`src/rtl/cla_key_sched_ctrl.sv`:
```
// cla_key_sched_ctrl: key-locked adder controller with known-answer unlock and round-robin requester arbitration
module cla_key_sched_ctrl #(
  parameter logic [31:0] KAT_A   = 32'h89AB_CDEF,
  parameter logic [31:0] KAT_B   = 32'h7654_3211,
  parameter logic [32:0] KAT_SUM = 33'h1_0000_0000
) (
  input  logic        clk_i,
  input  logic        rst_ni,
  input  logic        key_bit_i,
  input  logic        key_shift_i,
  input  logic [1:0]  req_valid_i,
  input  logic [31:0] req_a0_i,
  input  logic [31:0] req_b0_i,
  input  logic [31:0] req_a1_i,
  input  logic [31:0] req_b1_i,
  output logic [1:0]  req_ready_o,
  output logic [1:0]  rsp_valid_o,
  output logic [32:0] rsp_sum_o,
  output logic [31:0] adder_a_o,
  output logic [31:0] adder_b_o,
  output logic [63:0] adder_key_o,
  input  logic [32:0] adder_sum_i,
  output logic        unlocked_o,
  output logic        kat_fail_o,
  output logic        busy_o
);
  typedef enum logic [2:0] {KEY_LOAD, KAT_DRIVE, KAT_CHECK, READY, EXEC, FAIL} state_e;
  state_e      state_q, state_d;
  logic [63:0] key_q, key_d;
  logic [5:0]  cnt_q, cnt_d;
  logic        prio_q, prio_d, gidx_q, gidx_d;
  logic [31:0] a_q, a_d, b_q, b_d;
  logic [32:0] sum_q, sum_d;
  logic [1:0]  rsp_q, rsp_d, gnt;
  // grant, next-state and datapath updates; a key shift in READY pre-empts any grant
  always_comb begin
    gnt     = (state_q == READY && !key_shift_i) ?
              ((req_valid_i == 2'b11) ? (prio_q ? 2'b10 : 2'b01) : req_valid_i) : 2'b00;
    state_d = state_q;
    key_d   = key_q;
    cnt_d   = cnt_q;
    prio_d  = prio_q;
    gidx_d  = gidx_q;
    a_d     = a_q;
    b_d     = b_q;
    sum_d   = sum_q;
    rsp_d   = 2'b00;
    case (state_q)
      KEY_LOAD: if (key_shift_i) begin
        key_d   = {key_bit_i, key_q[63:1]};
        cnt_d   = cnt_q + 6'd1;
        state_d = (cnt_q == 6'd63) ? KAT_DRIVE : KEY_LOAD;
      end
      KAT_DRIVE: begin
        a_d     = KAT_A;
        b_d     = KAT_B;
        state_d = KAT_CHECK;
      end
      KAT_CHECK: state_d = (adder_sum_i == KAT_SUM) ? READY : FAIL;
      READY, FAIL: if (key_shift_i) begin
        key_d   = {key_bit_i, key_q[63:1]};
        cnt_d   = 6'd1;
        state_d = KEY_LOAD;
      end else if (gnt != 2'b00) begin
        a_d     = gnt[1] ? req_a1_i : req_a0_i;
        b_d     = gnt[1] ? req_b1_i : req_b0_i;
        gidx_d  = gnt[1];
        prio_d  = ~gnt[1];
        state_d = EXEC;
      end
      EXEC: begin
        sum_d   = adder_sum_i;
        rsp_d   = gidx_q ? 2'b10 : 2'b01;
        state_d = READY;
      end
      default: state_d = KEY_LOAD;
    endcase
  end
  // state and datapath registers, cleared asynchronously
  always_ff @(posedge clk_i or negedge rst_ni) begin
    if (!rst_ni) begin
      state_q <= KEY_LOAD;
      key_q   <= '0;
      cnt_q   <= '0;
      prio_q  <= 1'b0;
      gidx_q  <= 1'b0;
      a_q     <= '0;
      b_q     <= '0;
      sum_q   <= '0;
      rsp_q   <= '0;
    end else begin
      state_q <= state_d;
      key_q   <= key_d;
      cnt_q   <= cnt_d;
      prio_q  <= prio_d;
      gidx_q  <= gidx_d;
      a_q     <= a_d;
      b_q     <= b_d;
      sum_q   <= sum_d;
      rsp_q   <= rsp_d;
    end
  end
  assign req_ready_o = gnt;
  assign rsp_valid_o = rsp_q;
  assign rsp_sum_o   = sum_q;
  assign adder_a_o   = a_q;
  assign adder_b_o   = b_q;
  assign adder_key_o = key_q;
  assign unlocked_o  = state_q == READY || state_q == EXEC;
  assign kat_fail_o  = state_q == FAIL;
  assign busy_o      = (state_q == KEY_LOAD && cnt_q != 6'd0) || state_q == KAT_DRIVE ||
                       state_q == KAT_CHECK || state_q == EXEC;
endmodule

```
`config.mk`:
```
export PLATFORM = sky130hd
export DESIGN_NAME = cla_key_sched_ctrl
export DESIGN_NICKNAME = d
export VERILOG_FILES = /design/src/rtl/cla_key_sched_ctrl.sv
export SDC_FILE = /design/constraint.sdc
export NUM_CORES = 1
export LEC_CHECK = 0
export CAP_MARGIN = 15
export CORE_UTILIZATION = 38
export DETAILED_ROUTE_END_ITERATION = 10
export HOLD_SLACK_MARGIN = 0.02
export PLACE_DENSITY = 0.77
export SETUP_SLACK_MARGIN = 0.02
export SYNTH_ARGS = -nofsm -noshare
export SYNTH_HDL_FRONTEND = slang
export SYNTH_SLANG_ARGS = --single-unit
```
`constraint.sdc`:
```
create_clock -name clk_i -period 2.06 [get_ports clk_i]
set_clock_uncertainty 0.2 [all_clocks]
set_input_delay 0.309 -clock clk_i [delete_from_list [all_inputs] [get_ports clk_i]]
set_output_delay 0.309 -clock clk_i [all_outputs]
set_load 0.05 [all_outputs]
```
==> results of run 1 <==
==> registers in the layout, summed over array words and instances (netlist names) <==
| signal | cells |
|---|---|
| adder_a_o | 32 |
| adder_b_o | 32 |
| adder_key_o | 64 |
| cnt_q | 6 |
| gidx_q | 1 |
| prio_q | 1 |
| rsp_sum_o | 33 |
| rsp_valid_o | 2 |
| state_q | 3 |
==> timing repair <==
item / in CTS / in global routing
endpoints found under the hold margin: 174 / 0
hold buffers: 1 / 0
buffers inserted: 9 / 6
pin swaps: 7 / 4
setup endpoints to repair: 121 / 69
resized for setup: 134 / 16
cloned: 0 / 8
==> kinds of logic after synthesis <==
kind of cell / after synthesis
flops: 174
mux: 128
compound gates: 95
simple gates: 178
fa+ha+maj: 2
buf+inv: 42
==> path summary, 6_finish.rpt <==
kind | slack [ps] | startpoint | to | cells past startpoint
worst max-delay path | -80 | state_q[0] | req_ready_o[0] | 4
worst min-delay path | 170 | rst_ni | adder_key_o[31] | 2
worst max register to register | 20 | state_q[1] | adder_key_o[44] | 5
worst min register to register | 230 | gidx_q | rsp_valid_o[0] | 1
max in group asynchronous | 820 | rst_ni | state_q[0] | 3
min in group clk_i | 230 | gidx_q | rsp_valid_o[0] | 1
==> where the power goes <==
| group | leakage (uW) | total, uW | internal [uW] | switching [uW] |
|---|---|---|---|---|
| registers | 0.00216 | 5230 | 4530 | 695 |
| clock network | 0.000277 | 3140 | 1640 | 1500 |
| logic | 0.00350 | 9620 | 3510 | 6110 |
| total | 0.00593 | 18000 | 9690 | 8300 |
==> through the flow <==
step | instance area [um2] | power [uW] | util (%) | setup WS (ps)
global route | 12100 | 18800 | 64.1 | -130
floorplan | 7470 | 11300 | - | 76.7
global placement | 11300 | 14600 | 59.6 | -193
CTS | 11900 | 17700 | 62.7 | -111
detailed placement | 11300 | 14800 | 59.6 | -232
finish | 12100 | 18000 | 64.1 | -77.2
==> placed cells by master, fill, tap and decap left out, types with 4 or more instances in the layout <==
master,Yosys,final
a31oi_1,35,35
buf_12,0,17
buf_4,3,78
buf_6,5,8
clkbuf_16,0,22
clkdlybuf4s50_1,0,165
dfrtp_1,174,171
dlygate4sd2_1,0,116
inv_1,5,5
inv_6,0,4
inv_8,0,6
mux2_2,59,59
mux2_4,38,38
mux2i_1,31,31
nand2_1,103,103
nand3_1,5,4
nor2_1,43,39
nor3_1,4,4
nor4_1,7,6
o21a_1,4,4
o21ai_0,39,38
o31ai_1,7,7
==> final cells by class <==
type	count	area, um2	area share (%)
sequential	174	4360	35.9
tap	260	325	2.68
clock buffer	18	439	3.62
inverter	6	30.0	0.247
multi-input combinational	404	3000	24.7
clock inverter	14	139	1.14
timing repair buffer	392	3850	31.7
==> metal layers <==
layer	vias up	global-route usage (%)
met5	-	0
met4	0	8.38
met3	39	7.50
met2	269	36.8
met1	2996	24.3
li1	2931	-
==> worst max-delay path: stages (launching register included) <==
cell and delay (ps):
dfrtp_2 460, and4bb_2 320, buf_6 110, and3_4 180, buf_12 140
==> metrics.yaml, run 1 <==
status: "finished, violations left"
violations: "setup timing"
cts_tree: "yes"
initial_utilization_pct: 39.4
synthMuxAreaShare_pct: 20.7
vias: 6235
hold_violations: 0
final_cell_count_no_fill: 1268
n_antenna_cell: 0
root_buffer: "clkbuf_16"
yosysWarnings: 0
cp_data_required_time_ps: 1550
worst_pin_slew_ps: 526
grt_usage_pct: 21.4
clkSinkCount: 174
cts_made_buffers: 17
post-route-min-period_ps: 2140
synth.distinct_cells: 37
path_clk_slew_ps: 70
yosys-top-cells-area: "dfrtp_1, mux2_2, mux2_4"
ys_seq_area_share_pct: 58.3
wl_met1_um: 8450
dieArea_mm2: 0.0202
drcViolationCount: 0
crit_path_max_fanout: 7
drt-initial-drc-count: 225
syn_area_mm2: 0.00747
dr_wl_met3_um: 1750
fill_cells: 1552
core_mm2: 0.0190
p_leak_uw: 0.00593
dp_cells: 1212
final.period_utilization_pct: 104
drt-total-wl_um: 21600
setup_viol: 4
vias_per_cell: 4.92
antenna_found_initial: 0
maxSlewHeadroom_pct: 65.1
maxSlewViolCount: 0
hold_path_class: "primary input to async pin"
clock_latency_ps: 430
synth_top_area_cell: "dfrtp_1"
async_reset_ff_share_pct: 100
synth_common_cells: "dfrtp_1, nand2_1, mux2_2, nor2_1, o21ai_0"
start_kind: "flip-flop"
fp.dieH_um: 142
syn_avg_cell_area_um2: 12.1
synth_top_family_by_area: "multiplexers"
cp-end-kind: "output pin"
arrival_ps: 1630
final_nets: 1164
synth_edf_count: 0
powerDensity_mw_per_mm2: 1480
drive_gt1_share_pct: 26.1
drv_cap: 0
wl_met2_um: 10800
ys.flop_type: "dfrtp_1"
final_antenna_net_count: 0
port_buffers: 334
firstDrtPassIters: 5
gp_congestion: 0.807
die_w_um: 142
synthCells: 619
fp-row-count: 50
grt_start_max_net_pins: 55
synth_compound_area_share_pct: 7.61
synth-adder-area-share_pct: 0.335
synth.most_common_cell: "dfrtp_1"
grt_pass1_wl_um: 33200
grt_setup_unrepaired: "yes"
clk_path_buf_depth: 2
worstSetupPathType: "flip-flop to output pin"
syn_nets: 788
io_pins: 335
setup_ws_ps: -77.2
whs_ps: 169
irDropWorstVdd_v: 0.000921
avgRoutedWirePerCell_um: 17.0
synth-xor-area-share_pct: 0
grt_pass1_vias: 6430
highest-signal-layer: "met4"
cts_max_level: 4
tns_ps: -125
gr-total-overflow: 0
synthToLayoutAreaGrowth_pct: 62.6
synthSimpleGateAreaFrac_pct: 10.1
dp_hpwl_um: 15600
timing.fmax_mhz: 468
synth_top_area_share_pct: 58.3
synth_seq_cells: 174
Power figures use the tool's default switching activity.
==> run 2, diff against run 1 <==
--- a/config.mk
+++ b/config.mk
@@ -9,6 +9,7 @@
 export CORE_UTILIZATION = 38
 export DETAILED_ROUTE_END_ITERATION = 10
 export HOLD_SLACK_MARGIN = 0.02
+export MAX_ROUTING_LAYER = met4
 export PLACE_DENSITY = 0.77
 export SETUP_SLACK_MARGIN = 0.02
 export SYNTH_ARGS = -nofsm -noshare
==> metrics.yaml, run 2 (synthesized netlist as in run 1, its figures left out) <==
cts_made_buffers: 17  # unchanged
final-seq-area_mm2: 0.00436  # unchanged
cp_data_required_time_ps: 1550  # about the same
layout_commonest_cell: "dfrtp_1"
multiInputGateArea_mm2: 0.00300  # -0.12%
powerDensity_mw_per_mm2: 1480  # about the same
drive_gt1_share_pct: 26.0  # -0.099 points
port_buffers: 334  # unchanged
drv_cap: 0  # unchanged
fill_cells: 1555  # +0.19%
arrival_ps: 1630  # about the same
critPathMaxStageDelay_ps: 420  # -40 ps
gr-total-overflow: 0  # unchanged
dp_hpwl_um: 15600  # unchanged
violations: "setup timing"
irDropWorstVdd_v: 0.000920  # -0.18%
timing.fmax_mhz: 467  # -0.17%
tns_ps: -136  # -11.0 ps
fp-row-count: 50  # unchanged
die_w_um: 142  # unchanged
start_kind: "flip-flop"
worst_pin_slew_ps: 530  # +3.61 ps
clk_path_buf_depth: 2  # unchanged
grt_usage_pct: 22.1  # +0.66 points
final_antenna_net_count: 0  # unchanged
vias: 6232  # -0.048%
setup_ws_ps: -80.8  # -3.61 ps
final_cell_count_no_fill: 1268  # unchanged
largest_reg_flops: 64  # unchanged
vias_per_cell: 4.91  # about the same
core_mm2: 0.0190  # unchanged
grt_pass1_wl_um: 33200  # about the same
avgRoutedWirePerCell_um: 17.0  # -0.23%
clock_latency_ps: 430  # about the same
n_antenna_cell: 0  # unchanged
switching_power_uw: 8300  # about the same
grt_start_max_net_pins: 55  # unchanged
p_seq_share_pct: 29.1  # about the same
hold_violations: 0  # unchanged
crit_path_max_fanout: 2  # -5
p_total_uw: 18000  # about the same
critPathSlowestCell: "dfrtp_2"
grt_pass1_vias: 6430  # unchanged
internal-power_uw: 9690  # about the same
final_nets: 1164  # unchanged
path_cells: "and4bb_2 > buf_6 > and3_4 > buf_12"
whs_ps: 169  # +0.197 ps
firstDrtPassIters: 6  # +1
status: "finished, violations left"
setup_viol: 4  # unchanged
cp-end-kind: "output pin"
p_leak_uw: 0.00593  # about the same
cts_tree: "yes"
post-route-min-period_ps: 2140  # +3.61 ps
synthToLayoutAreaGrowth_pct: 62.6  # about the same
final_cell_mix: "dfrtp_1, clkdlybuf4s50_1, dlygate4sd2_1, nand2_1, buf_4"
p_clk_share_pct: 17.5  # about the same
final.period_utilization_pct: 104  # +0.18 points
dp_cells: 1212  # unchanged
drt-total-wl_um: 21500  # -0.23%
gp_congestion: 0.819  # +1.5%
clkSinkCount: 174  # unchanged
drt-initial-drc-count: 232  # +3.1%
switching_share_pct: 46.1  # about the same
grt_setup_unrepaired: "yes"
fp.dieH_um: 142  # unchanged
cts_max_level: 4  # unchanged
io_pins: 335  # unchanged
dieArea_mm2: 0.0202  # unchanged
hold_path_class: "primary input to async pin"
drcViolationCount: 0  # unchanged
antenna_found_initial: 0  # unchanged
initial_utilization_pct: 39.4  # unchanged
worstSetupPathType: "flip-flop to output pin"
combPwrFrac_pct: 53.5  # about the same
maxSlewHeadroom_pct: 64.8  # -0.24 points
path_clk_slew_ps: 70  # about the same
root_buffer: "clkbuf_16"
maxSlewViolCount: 0  # unchanged
==> run 2: changes by cell type in the layout (fill, tap and decap cells not counted) <==
cell     before  now
o21ai_1       0    1
o21ai_2       2    1
==> run 2: final timing paths <==
path                                  from               to  slack (ps)  cells after the start
worst min-delay path                rst_ni  adder_key_o[31]         170                      2
worst min register to register      gidx_q   rsp_valid_o[0]         230                      1
max in group asynchronous           rst_ni       state_q[0]         820                      3
worst max register to register  state_q[2]  adder_key_o[63]          10                      6
worst max-delay path            state_q[2]   req_ready_o[0]         -80                      4
min in group clk_i                  gidx_q   rsp_valid_o[0]         230                      1
==> run 2: area by class of cell <==
| type | count | share of cell area, % |
|---|---|---|
| multi-input combinational | 404 | 24.7 |
| clock buffer | 18 | 3.62 |
| tap | 260 | 2.68 |
| sequential | 174 | 35.9 |
| inverter | 6 | 0.247 |
| timing repair buffer | 392 | 31.7 |
| clock inverter | 14 | 1.14 |
==> run 2: what timing repair did <==
item | in CTS | in global routing
resized for setup | 134 | 15
cloned | 0 | 8
setup buffers | 9 | 6
setup endpoints to repair | 121 | 69
pin swaps | 7 | 4
hold buffers | 1 | 0
endpoints found under the hold margin | 174 | 0
==> run 2: routing by layer <==
metal  GRT usage, %  vias up  wire [um]
li1               -     2932          -
met4           8.32        0        522
met3           6.43       40       1530
met1           25.0     2994       8660
met2           36.9      266      10800
met5              -        -          0
==> run 2: power by group through the flow <==
stage / logic [uW] / registers, uW / clock network [uW]
after global routing: 10100 / 5370 / 3360
after floorplan: 2540 / 8810 / 0
after detailed placement: 9480 / 5310 / 0
after CTS: 9220 / 5230 / 3230
after global placement: 9390 / 5260 / 0
final: 9610 / 5230 / 3140
==> run 2: per-stage QoR <==
stage                     utilization [%]  setup WS [ps]  instance area (um2)
after global routing                 64.0           -130                12100
after CTS                            62.7           -111                11900
after detailed placement             59.6           -232                11300
after global placement               59.6           -193                11300
final                                64.0          -80.8                12100
after floorplan                         -           76.7                 7470
==> run 2: critical path: cells and delay by family (launching register included) <==
| kind | cells | cell delay, ps |
|---|---|---|
| buf+inv | 2 | 250 |
| flops | 1 | 420 |
| simple gates | 2 | 530 |
==> run 3, diff against run 2 <==
--- a/config.mk
+++ b/config.mk
@@ -5,12 +5,13 @@
 export SDC_FILE = /design/constraint.sdc
 export NUM_CORES = 1
 export LEC_CHECK = 0
+export ABC_AREA = 1
 export CAP_MARGIN = 15
-export CORE_UTILIZATION = 38
+export CORE_UTILIZATION = 39
 export DETAILED_ROUTE_END_ITERATION = 10
 export HOLD_SLACK_MARGIN = 0.02
 export MAX_ROUTING_LAYER = met4
-export PLACE_DENSITY = 0.77
+export PLACE_DENSITY = 0.78
 export SETUP_SLACK_MARGIN = 0.02
 export SYNTH_ARGS = -nofsm -noshare
 export SYNTH_HDL_FRONTEND = slang
==> metrics.yaml, run 3 <==
vias: 7292  # +17%
p_total_uw: 20100  # +12%
cts_tree: "yes"
grt_usage_pct: 22.7  # +0.59 points
gp_congestion: 0.847  # +3.5%
worst_pin_slew_ps: 536  # +6.15 ps
whs_ps: 141  # -28.1 ps
drv_cap: 0  # unchanged
root_buffer: "clkbuf_16"
synth.most_common_cell: "nand2_1"
gr-total-overflow: 0  # unchanged
avgRoutedWirePerCell_um: 15.1  # -11%
synth-adder-area-share_pct: 0.321  # -0.014 points
grt_start_max_net_pins: 85  # +55%
final_nets: 1434  # +23%
synthToLayoutAreaGrowth_pct: 55.2
die_w_um: 143  # +0.89%
maxSlewHeadroom_pct: 64.4  # -0.41 points
dp_hpwl_um: 16500  # +5.7%
clock_latency_ps: 420  # about the same
final.period_utilization_pct: 102  # -2.0 points
ys.flop_type: "dfrtp_1"
synth_top_area_share_pct: 55.8  # -2.5 points
violations: "setup timing"
final-seq-area_mm2: 0.00436  # unchanged
syn_nets: 1090  # +38%
synth_edf_count: 0  # unchanged
fp-row-count: 51  # +2.0%
ys_seq_area_share_pct: 55.8  # -2.5 points
setup_ws_ps: -39.7  # +41.1 ps
yosys-top-cells-area: "dfrtp_1, nand2_1, o21ai_0"
powerDensity_mw_per_mm2: 1660  # +12%
setup_viol: 2  # -2
clk_path_buf_depth: 2  # unchanged
layout_commonest_cell: "nand2_1"
cts_max_level: 4  # unchanged
drive_gt1_share_pct: 14.4  # -12 points
synth_top_family_by_area: "simple AND/OR/NAND/NOR gates"
synth_seq_cells: 174  # unchanged
fill_cells: 1728  # +11%
port_buffers: 334  # unchanged
fp.dieH_um: 143  # +0.89%
synth.distinct_cells: 31  # -16%
crit_path_max_fanout: 2  # unchanged
timing.fmax_mhz: 476  # +2.0%
irDropWorstVdd_v: 0.000953  # +3.7%
final_antenna_net_count: 0  # unchanged
n_antenna_cell: 0  # unchanged
vias_per_cell: 4.73  # -3.8%
final_cell_mix: "nand2_1, dfrtp_1, clkdlybuf4s50_1, dlygate4sd2_1, inv_1"
cp-end-kind: "output pin"
drt-initial-drc-count: 355  # +53%
antenna_found_initial: 0  # unchanged
synth_top_area_cell: "dfrtp_1"
clkSinkCount: 174  # unchanged
core_mm2: 0.0195  # +3.0%
p_leak_uw: 0.00600  # +1.1%
syn_area_mm2: 0.00780  # +4.5%
hold_violations: 0  # unchanged
largest_reg_flops: 64  # unchanged
dp_cells: 1494  # +23%
dieArea_mm2: 0.0206  # +1.8%
start_kind: "flip-flop"
drcViolationCount: 0  # unchanged
cts_made_buffers: 17  # unchanged
post-route-min-period_ps: 2100  # -41.1 ps
status: "finished, violations left"
grt_pass1_vias: 6973  # +8.4%
worstSetupPathType: "flip-flop to output pin"
synthMuxAreaShare_pct: 2.45  # -18 points
arrival_ps: 1590  # -40 ps
multiInputGateArea_mm2: 0.00284  # -5.1%
yosysWarnings: 0  # unchanged
firstDrtPassIters: 4  # -2
pre_cts_slack_ps: -109  # +123 ps
grt_pass1_wl_um: 35200  # +5.9%
synthCells: 921  # +49%
final_cell_count_no_fill: 1543  # +22%
syn_avg_cell_area_um2: 8.47  # -30%
maxSlewViolCount: 0  # unchanged
synth_compound_area_share_pct: 12.4  # +4.8 points
io_pins: 335  # unchanged
initial_utilization_pct: 40.0  # +0.57 points
cp_data_required_time_ps: 1550  # about the same
synth-xor-area-share_pct: 0.112  # +0.11 points
grt_setup_unrepaired: "yes"
path_clk_slew_ps: 70  # about the same
synth_common_cells: "nand2_1, dfrtp_1, inv_1, o21ai_0, o21ai_1"
synthSimpleGateAreaFrac_pct: 20.2  # +10 points
async_reset_ff_share_pct: 100  # unchanged
hold_path_class: "primary input to async pin"
drt-total-wl_um: 23200  # +8.0%
run 3: changes by cell type in the layout (fill, tap and decap cells not counted), moves of 32 or more:
cell / delta
nand2_1: +204
inv_1: +84
o21ai_1: +70
mux2_2: -42
mux2_4: -38
nand3_1: +38
o21ai_0: +36
a31oi_1: -34
a21oi_1: +32
run 3: worst paths after layout:
| kind | start | endpoint | slack (ps) | depth (start not counted) |
|---|---|---|---|---|
| worst max-delay path | cnt_q[1] | busy_o | -40 | 6 |
| worst min-delay path | rst_ni | adder_a_o[22] | 140 | 2 |
| worst max register to register | state_q[1] | adder_a_o[17] | 130 | 11 |
| worst min register to register | gidx_q | rsp_valid_o[0] | 240 | 1 |
| max in group asynchronous | rst_ni | adder_a_o[3] | 800 | 3 |
| min in group clk_i | gidx_q | rsp_valid_o[0] | 240 | 1 |
run 3: critical path, stage by stage, from the launching register on:
cell and delay (ps):
dfrtp_1 400, inv_2 90, ha_4 140, nand3_4 60
o31ai_4 190, nand3_2 120, buf_12 170
run 3: repair_timing:
| item | 4_1_cts | 5_1_grt |
|---|---|---|
| hold buffers | 1 | 0 |
| endpoints found under the setup margin | 113 | 9 |
| hold endpoints to repair | 148 | 0 |
| setup buffers | 11 | 4 |
| cloned | 0 | 1 |
| gates resized for setup | 122 | 14 |
| pin swaps | 5 | 3 |
run 3: area by class of cell:
type,instances,area share (%)
timing repair buffer,376,29.7
sequential,174,36.0
clock buffer,17,3.51
clock inverter,15,1.51
inverter,99,3.11
tap,265,2.74
multi-input combinational,597,23.5
run 3: power breakdown:
part	internal (uW)	switching [uW]	total, uW	leakage [uW]
Sequential	4870	896	5760	0.00222
Clock	1750	1540	3280	0.000297
Combinational	3230	7870	11100	0.00348
run 3: cell families after synthesis:
logic type      count (synthesis)
mux                            17
fa+ha+maj                       2
xor+xnor                        1
simple gates                  389
flops                         174
compound gates                188
buf+inv                       150
run 3: metal layers:
layer / vias to the layer above / routed length [um] / global-route usage (%)
met5: - / 0 / -
met4: 0 / 336 / 7.05
met3: 21 / 1380 / 4.60
met2: 221 / 11500 / 36.6
met1: 3446 / 10100 / 28.6
li1: 3604 / - / -
run 3: per-stage QoR:
stage                     setup TNS [ps]  utilization [%]  area [um2]
after detailed placement           -2200             58.4       11400
after CTS                           -156             61.5       12000
final                              -43.8             62.0       12100
after global routing                -205             62.0       12100
after floorplan                        0                -        7800
after global placement              -374             58.4       11400
